--- config.mk ---
export PLATFORM = sky130hd
export DESIGN_NAME = sort_stream_adapter
export DESIGN_NICKNAME = d
export VERILOG_FILES = /design/src/rtl/sort_stream_adapter.sv
export SDC_FILE = /design/constraint.sdc
export NUM_CORES = 1
export LEC_CHECK = 0
export ABC_AREA = 1
export BUFFER_PORTS_ARGS = -buffer_cell sky130_fd_sc_hd__buf_2
export CAP_MARGIN = 25
export CELL_PAD_IN_SITES_DETAIL_PLACEMENT = 1
export CELL_PAD_IN_SITES_GLOBAL_PLACEMENT = 2
export CORE_MARGIN = 2
export CORE_UTILIZATION = 24
export DETAILED_ROUTE_END_ITERATION = 12
export PLACE_DENSITY = 0.74
export SLEW_MARGIN = 20
export SYNTH_ARGS = -nofsm -noshare
export SYNTH_HDL_FRONTEND = slang
export SYNTH_SLANG_ARGS = --single-unit
--- constraint.sdc ---
create_clock -name clock -period 1.1 [get_ports clock]
set_input_delay 0.055 -clock clock [delete_from_list [all_inputs] [get_ports clock]]
set_output_delay 0.055 -clock clock [all_outputs]
set_load 0.005 [all_outputs]
--- src/rtl/sort_stream_adapter.sv ---
// sort_stream_adapter: stream front-end for the quicksort core.
// Packs ARR_WIDTH 4-bit elements from a valid/ready stream into a flat frame,
// launches one sort run, captures the sorted frame on completion and streams
// it back out one element per handshake with out_last on the final element.
// Optional macro SORT_ADAPTER_TIMEOUT_EN adds a WAIT-state watchdog that sets
// a sticky sort_err and drains the unsorted frame if the core never answers.
module sort_stream_adapter #(
   parameter int unsigned ARR_WIDTH = 4
) (
   input  logic                   clock,
   input  logic                   reset,
   input  logic [3:0]             in_data,
   input  logic                   in_valid,
   output logic                   in_ready,
   output logic [ARR_WIDTH*4-1:0] sort_array,
   output logic                   sort_enable,
   output logic [3:0]             sort_lo,
   output logic [3:0]             sort_hi,
   input  logic                   sort_valid,
   input  logic [ARR_WIDTH*4-1:0] sort_result,
   output logic [3:0]             out_data,
   output logic                   out_valid,
   input  logic                   out_ready,
   output logic                   out_last,
   output logic                   sort_err
);

   typedef enum logic [2:0] {
      ST_LOAD,
      ST_START,
      ST_GUARD,
      ST_WAIT,
      ST_DRAIN
   } state_t;

   localparam logic [3:0] LAST_IDX = 4'(ARR_WIDTH - 1);

   state_t                 state_q, state_d;
   logic [3:0]             idx_q, idx_d;
   logic [ARR_WIDTH*4-1:0] array_q, array_d;
   logic [ARR_WIDTH*4-1:0] buf_q, buf_d;
   logic [3:0]             out_elem;
`ifdef SORT_ADAPTER_TIMEOUT_EN
   logic [7:0]             wd_q, wd_d;
   logic                   err_q, err_d;
`endif

   // Next-state, element index, frame and capture-buffer updates
   always_comb begin
      state_d = state_q;
      idx_d   = idx_q;
      array_d = array_q;
      buf_d   = buf_q;
`ifdef SORT_ADAPTER_TIMEOUT_EN
      wd_d    = wd_q;
      err_d   = err_q;
`endif
      case (state_q)
         ST_LOAD: begin
            if (in_valid) begin
               for (int unsigned k = 0; k < ARR_WIDTH; k++) begin
                  if (idx_q == 4'(k)) array_d[k*4 +: 4] = in_data;
               end
               if (idx_q == LAST_IDX) begin
                  idx_d   = '0;
                  state_d = ST_START;
               end else begin
                  idx_d = idx_q + 4'd1;
               end
            end
         end
         ST_START: state_d = ST_GUARD;
         ST_GUARD: begin
            state_d = ST_WAIT;
`ifdef SORT_ADAPTER_TIMEOUT_EN
            wd_d    = '0;
`endif
         end
         ST_WAIT: begin
            if (sort_valid) begin
               buf_d   = sort_result;
               state_d = ST_DRAIN;
            end
`ifdef SORT_ADAPTER_TIMEOUT_EN
            // Counter value 254 marks the 255th WAIT cycle without completion
            else if (wd_q == 8'd254) begin
               buf_d   = array_q;
               err_d   = 1'b1;
               state_d = ST_DRAIN;
            end else begin
               wd_d = wd_q + 8'd1;
            end
`endif
         end
         ST_DRAIN: begin
            if (out_ready) begin
               if (idx_q == LAST_IDX) begin
                  idx_d   = '0;
                  state_d = ST_LOAD;
               end else begin
                  idx_d = idx_q + 4'd1;
               end
            end
         end
         default: state_d = ST_LOAD;
      endcase
   end

   // State and datapath registers with synchronous reset
   always_ff @(posedge clock) begin
      if (reset) begin
         state_q <= ST_LOAD;
         idx_q   <= '0;
         array_q <= '0;
         buf_q   <= '0;
`ifdef SORT_ADAPTER_TIMEOUT_EN
         wd_q    <= '0;
         err_q   <= 1'b0;
`endif
      end else begin
         state_q <= state_d;
         idx_q   <= idx_d;
         array_q <= array_d;
         buf_q   <= buf_d;
`ifdef SORT_ADAPTER_TIMEOUT_EN
         wd_q    <= wd_d;
         err_q   <= err_d;
`endif
      end
   end

   // Output decode from state and index only; forced to idle while reset is high
   always_comb begin
      out_elem = '0;
      for (int unsigned k = 0; k < ARR_WIDTH; k++) begin
         if (idx_q == 4'(k)) out_elem = buf_q[k*4 +: 4];
      end
      in_ready    = 1'b0;
      sort_enable = 1'b0;
      out_valid   = 1'b0;
      out_data    = '0;
      out_last    = 1'b0;
      if (!reset) begin
         case (state_q)
            ST_LOAD:  in_ready    = 1'b1;
            ST_START: sort_enable = 1'b1;
            ST_DRAIN: begin
               out_valid = 1'b1;
               out_data  = out_elem;
               out_last  = (idx_q == LAST_IDX);
            end
            default: ;
         endcase
      end
   end

   assign sort_array = array_q;
   assign sort_lo    = '0;
   assign sort_hi    = LAST_IDX;
`ifdef SORT_ADAPTER_TIMEOUT_EN
   assign sort_err   = err_q;
`else
   assign sort_err   = 1'b0;
`endif

endmodule
-- Yosys cells after proc, flatten, opt, wreduce, memory -nomap -nowiden
Cells that the tools add are included.
- register bits after elaboration: 39
- input port bits: 25
- word-level logic and storage cells: 54
- $add $sub $neg: 1
- equality and inequality tests: 12
- muxes and demuxes: 24
- reduce and logical (&&, ||, !) cells: 10
- operator list (cell ; number):
    4-bit two-way mux ; 9
    3-bit two-way mux ; 5
    3-bit one-hot mux with 5 select lines ; 1
    3-bit AND reduction ; 5
    2-bit inequality test (second input constant) ; 5
    4-bit by 2-bit equality test with 1-bit output (second input constant) ; 2
    1-bit two-way mux ; 8
    4-bit one-hot mux with 2 select lines ; 1
    3-bit by 2-bit equality test with 1-bit output (second input constant) ; 2
    5-bit AND reduction ; 1
    4-bit by 1-bit adder with 4-bit output (second input constant) ; 1
    4-bit by 1-bit equality test with 1-bit output (second input constant) ; 1
    4-bit logical NOT ; 1
    3-bit by 1-bit equality test with 1-bit output (second input constant) ; 1
    3-bit equality test (second input constant) ; 1
    3-bit logical NOT ; 1
    2-bit AND reduction ; 1
    2-bit nonzero test ; 1

-- Depth between registers and ports, before layout
- word-level depth: 7
- depth in mapped cells: 8

-- Least setup slack after synthesis
No wires, ideal clock.
- path type: register -> register
- start point: reg idx_q[0]
- end point: reg array_q[12] (netlist: sort_array[12])
- library setup time: 0.116 ns
- arrival: 1.083 ns
- path slack: -0.098 ns
- stages on the path, launching flop included: 7
- buffers on the path: 0
- cell sequence: dfxtp_1 > ha_1 > nand2_2 > nor2_2 > inv_1 > nor2_1 > nor2_1
- word-level cells in the longest chain between the ends: 2
- RTL lines (item ; line ; text):
    start: declaration ; 39 ; logic [3:0] idx_q, idx_d;
    start signal: assignment ; 122 ; idx_q <= idx_d;
    4-bit by 2-bit equality test with 1-bit output ; 62 ; if (idx_q == 4'(k)) array_d[k*4 +: 4] = in_data;
    3-bit AND reduction (no line) ; n/a ;
    end signal: assignment ; 123 ; array_q <= array_d;
    end: declaration ; 40 ; logic [ARR_WIDTH*4-1:0] array_q, array_d;
No other way between the ends.
A chain may end at the register's enable or synchronous reset.

-- Final worst setup path
- start point: reg idx_q[0]
- end point: out out_data[3]
- word-level cells in the longest chain between the ends: 7
- RTL lines (item ; line ; text):
    4-bit logical NOT ; 136 ; if (idx_q == 4'(k)) out_elem = buf_q[k*4 +: 4];
    4-bit two-way mux (3 in a row) ; 136 ;
    4-bit two-way mux * ; 136 ;
    4-bit two-way mux * ; 144 ; case (state_q)
    4-bit two-way mux * ; 143 ; if (!reset) begin
    end: declaration ; 21 ; output logic [3:0] out_data,
Mark *: on every way between the ends. The rest lies on a longest branch, timed or not.

==> flow_summary.yaml <==
clock_network:
  postCtsHoldBufs: 0
  clk_pin_slew_ns: 0.07
  cts_buffer_depth: 2
  cts_sinks: 39
  h-tree-depth: 2
  cts_buffers: 5
  cts_root_buf: "clkbuf_8"
  clkLatencyLatePin_ns: 0.30
  cts_tree: "built"
final_layout:
  final_cell_mix: "buf_2, nor2_1, dfxtp_1, buf_4, nand2_1"
  final_cells: 460
  syn2layout_area_growth_pct: 68.8
  final_area_sq_um: 3230
  drive_above_1_share_pct: 57.8
  final_common_cell: "buf_2"
  nNetsFinal: 387
  fillers: 930
  n_antenna_cell: 0
route:
  vias: 2044
  wirelength_mm: 6.29
  drt-met1-wl_mm: 2.67
  dr.max_layer_used: "met4"
  wl_per_cell_microns: 13.7
  viasPerCell: 4.44
  dr.pass1.iters: 4
  dr_wl_met3_microns: 217
  drc: 0
  postRouteAntennaNets: 0
  route.met2.wl_mm: 3.32
  drt_iter0_markers: 54
grt:
  antenna_found_initial: 0
  grt_pass1_wl_mm: 9.19
  grt_max_degree: 17
  grt_pass1_vias: 1984
  grt.total_usage_pct: 13.4
  grt_overflow_total: 0
placement:
  io_buffers: 48
  place_ws_ns: -0.261
  gp_congestion: 0.802
  hpwl_mm: 4.26
  dp.cells: 433
  placed_area_sq_um: 2430
pwr:
  p_per_area_nw_per_um2: 1840
  leakage_nw: 1.41
  ir_drop_mv: 0.664
  total_power_mw: 5.95
synthesis:
  ys_seq_area_share_pct: 40.8
  synthTopCellsByArea: "dfxtp_1, nand2_1, nor2_1"
  netlist.area_leader.share_pct: 40.8
  synthCells: 268
  yosysTopAreaCell: "dfxtp_1"
  yosysUniqueCellTypes: 23
  synth_area_sq_um: 1920
  avgSynthCellArea_sq_um: 7.15
  synth_seq_cells: 39
  yosys_warnings: 0
floorplanning:
  start_util_pct: 24.8
  dieArea_sq_um: 8710
  coreArea_sq_um: 7730
  die-height_microns: 93.3
  die_x_microns: 93.3
  fp-row-count: 32
  pin_count: 58
setup_path:
  cp.required_ns: 1.04
  end_kind: "output pin"
  cp_num_buf_inv: 3
  critPathTopFamily: "simple AND/OR/NAND/NOR gates"
  path_cells: "inv_4 -> ha_4 -> inv_2 -> nor2_4 -> nand3_2 -> nand3_1 -> nand2_1 -> nand2_1 -> buf_2"
  path_class: "reg -> out"
  start_kind: "flop"
  cp_max_fo: 5
  crit_slowest_cell: "dfxtp_4"
  arrival_ns: 1.52
  path_common_cell: "nand2_1"
  cp_slowest_stage_delay_ns: 0.38
sta:
  fmax_ghz: 0.636
  rsz0062_at_grt: "true"
  worst_slack_ns: -0.472
  fin_crit_sh_pct: 143
  min_period_ns: 1.57
  slew_violations: 0
  hold_violations: 0
  setup_viol: 47
  setup_tns_ns: -11.99
  skew_ns: 0.00312
hold_path:
  hold_class: "in -> reg"
run_status:
  violations: "setup timing"
  status: "finished with violations"
flow_run:
  cap_violations: 0
flip-flops by register name, indices dropped and copies added (netlist names):
name and flops:
buf_q 16, idx_q 4, sort_array 16, state_q 3
repair_timing:
item | in CTS | in global routing
cloned | 0 | 2
setup buffers | 8 | 12
resized for setup | 63 | 79
pin swaps | 23 | 12
endpoints found under the setup margin | 46 | 47
cells in the mapped netlist, drive strengths merged:
library cell,count
a21oi,23
a31oi,1
buf,14
clkbuf,3
conb,2
dfxtp,39
ha,4
inv,25
nand2,52
nand3,29
nor2,51
nor3,1
o21ai,22
xnor2,1
xor2,1
logic make-up after synthesis:
kind of cell / count (synthesis) / share of synthesized area (%)
adder cells (fa/ha/maj): 4 / 2.61
AO/OA/AOI/OAI: 46 / 12.1
other: 2 / 0.392
flip-flops: 39 / 40.8
AND/OR/NAND/NOR: 133 / 32.1
buffers and inverters: 42 / 11.1
XOR/XNOR: 2 / 0.915
worst min-delay path, stage by stage:
cell     delay [ns]
buf_2          0.09
o21ai_2        0.05
a21oi_1        0.09
routing by layer:
metal	track usage, %	vias to the layer above
li1	-	1015
met1	15.9	983
met2	23.9	37
met3	3.06	9
met4	4.29	0
met5	0	-
per-stage QoR:
stage / hold WS, ns / utilization [%]
after global routing: 0.0342 / 41.9
after detailed placement: 0.327 / 31.4
after floorplan: 0.132 / -
after global placement: 0.319 / 31.4
after CTS: 0.0204 / 36.4
final: 0.0301 / 41.9
final timing paths:
kind / start / to / slack [ns] / cells past startpoint
worst min register to register: sort_array[7]$_SDFFE_PP0P_ / sort_array[7]$_SDFFE_PP0P_ / 0.47 / 2
worst min-delay path: sort_result[8] / buf_q[8]$_SDFFE_PP0P_ / 0.03 / 3
worst max-delay path: idx_q[0]$_SDFFE_PP0P_ / out_data[3] / -0.47 / 9
worst max register to register: state_q[1]$_SDFFE_PP0P_ / state_q[2]$_SDFFE_PP0P_ / -0.31 / 10
area by class of cell:
class                   instances  area, sq um  area share, %
clock buffers                   6         72.6           2.24
clock inverters                 1         30.0          0.928
repair buffers                 93          704           21.8
flip-flops and latches         39          801           24.8
multi-input cells             194         1390           42.8
well taps                     102          128           3.95
inverters                      25          114           3.52
power breakdown:
group	internal, mW	switching, mW	total [mW]
registers	1.66	0.209	1.86
clock network	0.665	0.507	1.17
logic	1.39	1.52	2.92
Note: power is estimated with default switching activity, not from simulation.
